===== config.mk =====
export PLATFORM = sky130hd
export DESIGN_NAME = button_conditioner
export DESIGN_NICKNAME = d
export VERILOG_FILES = /design/src/rtl/button_pkg.sv /design/src/rtl/sync_2ff.sv /design/src/rtl/button_conditioner.sv
export SDC_FILE = /design/constraint.sdc
export NUM_CORES = 1
export LEC_CHECK = 0
export ABC_CLOCK_PERIOD_IN_PS = 3860
export CAP_MARGIN = 20
export CORE_UTILIZATION = 45
export DETAILED_ROUTE_END_ITERATION = 7
export PLACE_DENSITY_LB_ADDON = 0.05
export SYNTH_ARGS = -nofsm -noshare
export SYNTH_HDL_FRONTEND = slang
export SYNTH_SLANG_ARGS = --single-unit
export TNS_END_PERCENT = 100

===== constraint.sdc =====
create_clock -name clk -period 3.86 [get_ports clk]
set_clock_uncertainty 0.1 [all_clocks]
set_input_delay 0.965 -clock clk [delete_from_list [all_inputs] [get_ports clk]]
set_output_delay 0.965 -clock clk [all_outputs]
set_load 0.02 [all_outputs]

===== src/rtl/button_pkg.sv =====
// Shared types and defaults for the push-button conditioner.
package button_pkg;

  typedef enum logic [1:0] {
    IDLE         = 2'b00,
    PRESS_WAIT   = 2'b01,
    PRESSED      = 2'b11,
    RELEASE_WAIT = 2'b10
  } state_e;

  localparam int DEBOUNCE_CYCLES_DEFAULT   = 4;
  localparam int LONG_PRESS_CYCLES_DEFAULT = 16;

  // Button is considered held while pressed or while a release is still being qualified.
  function automatic logic is_down(input state_e st);
    return (st == PRESSED) || (st == RELEASE_WAIT);
  endfunction

endpackage


===== src/rtl/sync_2ff.sv =====
// Two-flop synchronizer for a single asynchronous level.
module sync_2ff (
  input  logic clk,
  input  logic rst_n,
  input  logic d,
  output logic q
);

  logic meta_r;
  logic q_r;

  // Capture the asynchronous input and re-time it through a second stage.
  always_ff @(posedge clk or negedge rst_n) begin
    if (!rst_n) begin
      meta_r <= 1'b0;
      q_r    <= 1'b0;
    end else begin
      meta_r <= d;
      q_r    <= meta_r;
    end
  end

  assign q = q_r;

endmodule


===== src/rtl/button_conditioner.sv =====
// Debounces a raw push-button into a clean level plus press/release pulses.
// Optional held-press detection is enabled with the BUTTON_LONG_PRESS_EN macro.
module button_conditioner
  import button_pkg::*;
#(
  parameter int DEBOUNCE_CYCLES   = DEBOUNCE_CYCLES_DEFAULT,
  parameter int LONG_PRESS_CYCLES = LONG_PRESS_CYCLES_DEFAULT
) (
  input  logic clk,
  input  logic reset,
  input  logic btn_raw,
  output logic B,
  output logic press_pulse,
  output logic release_pulse,
  output logic long_press,
  output logic s1,
  output logic s0
);

  localparam int CNT_W = ($clog2(DEBOUNCE_CYCLES + 1) < 1) ? 1 : $clog2(DEBOUNCE_CYCLES + 1);
  localparam logic [CNT_W-1:0] CNT_LAST = CNT_W'(DEBOUNCE_CYCLES - 1);
  localparam logic [CNT_W-1:0] CNT_ONE  = CNT_W'(1);

  state_e           state_r;
  logic [CNT_W-1:0] cnt_r;
  logic             b_r;
  logic             press_r;
  logic             release_r;
  logic             btn_sync_s;
  logic             press_entry_s;

  sync_2ff u_sync (
    .clk   (clk),
    .rst_n (reset),
    .d     (btn_raw),
    .q     (btn_sync_s)
  );

  assign press_entry_s = (state_r == PRESS_WAIT) && btn_sync_s && (cnt_r == CNT_LAST);

  // Debounce FSM; every terminal count value forces a transition so cnt_r never wraps.
  always_ff @(posedge clk or negedge reset) begin
    if (!reset) begin
      state_r   <= IDLE;
      cnt_r     <= '0;
      b_r       <= 1'b0;
      press_r   <= 1'b0;
      release_r <= 1'b0;
    end else begin
      press_r   <= 1'b0;
      release_r <= 1'b0;
      case (state_r)
        IDLE: begin
          if (btn_sync_s) begin
            state_r <= PRESS_WAIT;
            cnt_r   <= '0;
          end else begin
            state_r <= IDLE;
          end
        end
        PRESS_WAIT: begin
          if (!btn_sync_s) begin
            state_r <= IDLE;
          end else if (cnt_r == CNT_LAST) begin
            state_r <= PRESSED;
            b_r     <= 1'b1;
            press_r <= 1'b1;
          end else begin
            cnt_r <= cnt_r + CNT_ONE;
          end
        end
        PRESSED: begin
          if (!btn_sync_s) begin
            state_r <= RELEASE_WAIT;
            cnt_r   <= '0;
          end else begin
            state_r <= PRESSED;
          end
        end
        RELEASE_WAIT: begin
          if (btn_sync_s) begin
            state_r <= PRESSED;
          end else if (cnt_r == CNT_LAST) begin
            state_r   <= IDLE;
            b_r       <= 1'b0;
            release_r <= 1'b1;
          end else begin
            cnt_r <= cnt_r + CNT_ONE;
          end
        end
        default: begin
          state_r <= IDLE;
          cnt_r   <= '0;
          b_r     <= 1'b0;
        end
      endcase
    end
  end

  assign B             = b_r;
  assign press_pulse   = press_r;
  assign release_pulse = release_r;
  assign s1            = state_r[1];
  assign s0            = state_r[0];

`ifdef BUTTON_LONG_PRESS_EN
  localparam logic [15:0] LONG_TARGET = 16'(LONG_PRESS_CYCLES);

  logic [15:0] long_cnt_r;
  logic        long_r;

  // Hold-time counter: restarts only on a fresh press, so bounces keep accumulating.
  always_ff @(posedge clk or negedge reset) begin
    if (!reset) begin
      long_cnt_r <= 16'd0;
      long_r     <= 1'b0;
    end else begin
      long_r <= 1'b0;
      if (press_entry_s) begin
        long_cnt_r <= 16'd0;
      end else if (is_down(state_r) && (long_cnt_r != 16'hFFFF)) begin
        long_cnt_r <= long_cnt_r + 16'd1;
        long_r     <= ((long_cnt_r + 16'd1) == LONG_TARGET);
      end else begin
        long_cnt_r <= long_cnt_r;
      end
    end
  end

  assign long_press = long_r;
`else
  assign long_press = 1'b0;
`endif

endmodule


Word level (Yosys, flattened, before mapping)

Index checks and enable logic that the tools add are counted.

Register bits: 10
Latch bits: 0
Bits in writable memories: 0
Bits in read-only memories: 0
Input port bits: 3
Output and inout port bits: 6
Memories: 0

$add $sub $neg: 1
Multipliers: 0
Divide/modulo/power cells: 0
$lt $le $gt $ge: 0
Eq/ne operators: 12
Shift operators: 0
Muxes and demuxes: 23
Bitwise logic cells: 0
Reductions and logical operators: 5

Operators by type and width:

| kind                | count |
|---|---|
| $mux 3              | 5 |
| $pmux 3 s4          | 1 |
| $mux 1              | 11 |
| $mux 2              | 4 |
| $pmux 2 s4          | 1 |
| $ne 2x1->1 const B  | 3 |
| $ne 2x2->1 const B  | 3 |
| $reduce_and 5->1    | 1 |
| $eq 2x2->1 const B  | 2 |
| $reduce_and 4->1    | 1 |
| $add 3x1->3 const B | 1 |
| $eq 3x2->1 const B  | 1 |
| $ne 3x2->1 const B  | 1 |
| $ne 3x3->1 const B  | 1 |
| $eq 2x1->1 const B  | 1 |
| $logic_not 2->1     | 1 |
| $pmux 1 s2          | 1 |
| $reduce_and 2->1    | 1 |
| $reduce_bool 2->1   | 1 |

Logic depth before layout (Yosys ltp)

Depth in word-level cells: 4
Gate-level depth with buffers: 5
Gate-level depth less buffers: 5

Modules after synthesis

Synthesis repeated with hierarchy kept, for this count alone.

Cell total of the unflattened synthesis: 54
Area, all modules: 583.1 um^2

Modules (own cells, without submodules):

| module             | instances | cells an instance | area an instance (um^2) |
|---|---|---|---|
| button_conditioner | 1         | 52                | 533.0 |
| sync_2ff           | 1         | 2                 | 50.0 |

Least setup slack after synthesis

Ideal clock, no wire load.

Kind: register to register
Start point: register state_r[1]
End point: register state_r[1]
Arrival time: 1.466 ns
Data required time: 3.694 ns
Slack: 2.228 ns
Stages on the path, launching flop included: 6
Buffers on the path: 0
Clock period less this slack: 1.632 ns
Path through: dfrtp_1 inv_1 ha_1 mux2_4 a211oi_2 a31o_1

Longest elaborated chain between the ends: 3
Elaborated cells on any way between the ends: 8
Classes of those cells: eq/ne (5); mux (1); reduce/logical (2)

Ends and longest elaborated chain:

| what                                                             | line                     | RTL |
|---|---|---|
| start: declaration                                               | button_conditioner.sv:24 | `state_e state_r;` |
| start signal: assignment                                         | button_conditioner.sv:44 | `state_r <= IDLE;` |
| start signal: assignment                                         | button_conditioner.sv:55 | `state_r <= PRESS_WAIT;` |
| start signal: assignment                                         | button_conditioner.sv:58 | `state_r <= IDLE;` |
| $eq 2x2->1 / $eq 2x1->1 (equally long branches)                  | button_conditioner.sv:52 | `case (state_r)` |
| $ne 3x2->1 (no source line) / $ne 3x3->1 (equally long branches) | n/a                      |  |
| $reduce_and 2->1 (no source line)                                | n/a                      |  |

Parallel ways exist; a longest one is shown, timed or not.
A chain may end at the register's enable or synchronous reset.

Worst setup path in the final report

Start point: register state_r[1]
End point: output s1

RTL lines:

| what             | line                     | RTL |
|---|---|---|
| end: declaration | button_conditioner.sv:16 | `output logic s1,` |

No word-level cell between the ends.

==> out/metrics.sh <==
CTS_BUFFER_DEPTH=2
TIMING.HOLD.WORST.CLASS='register to register'
WORST_SETUP_PATH_START_KIND='register'
VIA_PER_INST=5.35
CTS_SINKS=10
FIRST_GLOBAL_VIAS=427
WORST_R2R_PATH_DEPTH=5
HOLD_FIX_BUFFERS_AT_CTS=0
REGAREA_UM2=250
WL_MM=1.06
DP.CELLS=76
WORST_HOLD_SLACK_AFTER_FINAL_LAYOUT_PS=274
CAP_VIOLATIONS=0
WL_PER_CELL_UM=13.2
CRITICAL_PATH_DEPTH=1
REG2REG_FROM='state_r[1]'
WORST-PATH-BUF-INV=1
IR_WORST_VDD_mV=0.297
SYNTH_XOR_AREA_SHARE_PCT=0
FIN_SETUP_TNS_PS=0
RSZ_0062_RAISED_AFTER_GLOBAL_ROUTING='false'
POWER.LEAKAGE_nW=0.321
WORSTSETUPSTARTPOINT='state_r[1]'
PATH_CLASS='register to output port'
SYNTH-SEQ-AREA-SHARE_PCT=41.6
SYNTHMUXAREASHARE_PCT=4.16
NUMBER_OF_BUFFERS_ADDED_BY_THE_CLOCK_TREE_SYNTHESIS_STEP=3
LARGEST_NET_DEGREE_AT_THE_START_OF_GLOBAL_ROUTING=11
ANT_NETS=0
SYNTH_CELL_TYPES=28
POST_LAYOUT_NONFILLER_INSTANCES=80
YOSYS_WARNINGS=0
FINAL_PERIOD_MINUS_WORST_SETUP_SLACK_PS=2400
CTS_REPAIR_RESIZED_INSTS=0
FIN_NETS=79
LARGEST_FAMILY_OF_LOGIC_CELLS_BY_SYNTHESIZED_AREA='adder cells'
START_UTIL_PCT=51.4
NUM_ANTENNA_CELLS=0
CRIT_PATH_TOP_DELAY_CELL='clkdlybuf4s50_1'
GROUTE.USAGE.OVERALL_PCT=18.4
SYNTH-COMPOUND-AREA-SHARE_PCT=16.6
MIN_PERIOD_OVER_PERIOD_PCT=62.1
FINAL_SLEW_VIOLATIONS=0
SYN-CELL-AREA_UM2=602
STATUS='completed'
LAYOUT-DRIVE-GT1-SHARE_PCT=12.1
PATH_CLK_SLEW_PS=70
ROOT_BUFFER='clkbuf_4'
BUFFER_PORTS.INSERTED=7
POWERDENSITY_nW_PER_UM2=445
SYNTH_ADDER_AREA_SHARE_PCT=18.7
CTS-HTREE-LEVELS=1
ARRIVAL_PS=1330
FP.DIEW_UM=38.6
SYNTH_AREA_PER_CELL_UM2=10.6
AREA_AFTER_DPL_UM2=671
POST_SYN_NETS=69
SYNTHESIS_STAGE_REGISTER_BIT_COUNT=10
WORST_REG2REG_PATH_ENDPOINT='cnt_r[1]'
WORSTSETUPENDPOINTTYPE='output port'
ROWS=12
TRITONCTS='yes'
POST_CTS.REPAIR.SETUP_BUFFERS=0
AREA.GROWTH.SYNTH_TO_FINAL_PCT=17.5
OVERFLOW=0
FIRST_PASS_GRT_WIRE_LENGTH_MM=1.81
CP_CELL_SEQUENCE='clkdlybuf4s50_1'
COUNT_OF_PINS_ON_THE_BLOCK_BOUNDARY=9
CRIT_FAMILY='buffers and inverters'
WORSTPATHREQUIRED_PS=2790
WORST-PATH-MAX-FANOUT=6
ROUTED-VIA-COUNT=428
DIE_H_UM=38.6
LAYOUT.CORE_UTILIZATION_PCT=60.4
UPPER_CLOCK_FREQUENCY_LIMIT_MHz=417
TIMING.REG2REG.SETUP_SLACK_PS=2190
CORE-AREA_UM2=1170
GATE_COUNT_POST_SYNTH=57
FINALSETUPVIOLCOUNT=0
ROUTE.DETAILED.DRC=0
GRT_ANTENNA_BEFORE_REPAIR=0
STDCELL_AREA_UM2=707
NUM-FILL-CELLS=105
FINALHOLDVIOLCOUNT=0
MULTIINPUTGATEAREA_UM2=307
GP_CONGESTION=0.751
HPWL_UM=749
DETAILEDROUTE.FIRSTPASSITERATIONCOUNT=4
DIE_AREA_UM2=1490
YOSYS.AREA_SHARE.SIMPLE_PCT=10.8
DETAIL_ROUTE.ITER0.VIOLATIONS=2
CRITICAL_PATH.ENDPOINT='s1'
CRIT_PATH_MAX_INCR_DELAY_PS=640
WORSTSKEWPAIRLATENCY_PS=260
power by group:
| group | switching [W] | total (W) | internal [W] | leakage (nW) |
|---|---|---|---|---|
| Clock | 0.0000367 | 0.0000940 | 0.0000573 | 0.0210 |
| Sequential | 0.0000122 | 0.000130 | 0.000118 | 0.127 |
| Combinational | 0.0000494 | 0.0000905 | 0.0000411 | 0.173 |
logic make-up after synthesis:
logic type               after synthesis
buffers and inverters                  9
AO/OA/AOI/OAI                         14
flip-flops                            10
adder cells (fa/ha/maj)                9
other                                  1
AND/OR/NAND/NOR                       12
multiplexers                           2
flip-flops by register name, summed over array words and instances, names as in the netlist:
signal / count
u_sync.meta_r: 1
B: 1
release_pulse: 1
state_r: 2
press_pulse: 1
u_sync.q: 1
cnt_r: 3
per-stage QoR:
| step | total power [W] | setup slack (ps) |
|---|---|---|
| after floorplan | 0.000194 | 2230 |
| after global placement | 0.000220 | 1760 |
| after detailed placement | 0.000220 | 1740 |
| after CTS | 0.000317 | 1450 |
| after global routing | 0.000333 | 1390 |
| final | 0.000315 | 1460 |
area by class of cell:
class / count / share of cell area [%]
clock buffers: 4 / 5.13
inverters: 7 / 3.72
multi-input cells: 38 / 43.4
flip-flops and latches: 10 / 35.4
well taps: 14 / 2.48
repair buffers: 7 / 9.91
synthesized netlist by cell type:
library cell / number / area [µm²]
dfrtp_1: 10 / 250
ha_1: 9 / 113
inv_1: 7 / 26.3
a21oi_1: 4 / 20.0
nand2_1: 2 / 7.51
nor2_1: 2 / 7.51
o21ai_0: 2 / 10.0
a211oi_2: 1 / 12.5
a31o_1: 1 / 8.76
a31o_2: 1 / 8.76
a31oi_1: 1 / 6.26
a32o_1: 1 / 10.0
and3_1: 1 / 6.26
and3_2: 1 / 7.51
buf_4: 1 / 7.51
buf_6: 1 / 11.3
conb_1: 1 / 3.75
mux2_4: 1 / 15.0
mux2i_1: 1 / 10.0
nand2b_1: 1 / 6.26
nand3_1: 1 / 5.00
nor2b_1: 1 / 6.26
nor3_1: 1 / 5.00
nor3b_1: 1 / 7.51
o211ai_1: 1 / 7.51
o2bb2ai_1: 1 / 8.76
o31ai_1: 1 / 7.51
or2_1: 1 / 6.26
per-layer routing:
layer / part of all wire (%) / GRT usage [%]
met4: 0 / 0
met3: 4.5 / 8.67
met2: 48 / 30.8
met5: 0 / 0
met1: 47 / 22.7
worst min-delay path by stage:
stage | depth (start not counted) | start | endpoint | slack (ps)
2_1_floorplan | 0 | u_sync.meta_r | u_sync.q | 230
3_3_place_gp | 0 | u_sync.meta_r | u_sync.q | 230
3_5_place_dp | 0 | u_sync.meta_r | u_sync.q | 250
4_1_cts | 0 | u_sync.meta_r | u_sync.q | 280
5_1_grt | 0 | u_sync.meta_r | u_sync.q | 290
6_report | 0 | u_sync.meta_r | u_sync.q | 270
placed cells by master, fill, tap and decap left out, drive strengths merged, types with 4 or more instances in the layout:
| master | count |
|---|---|
| clkdlybuf4s50 | 7 |
| dfrtp | 10 |
| ha | 9 |
| a21oi | 4 |
| clkbuf | 4 |
| inv | 7 |
Power figures use the tool's default switching activity.
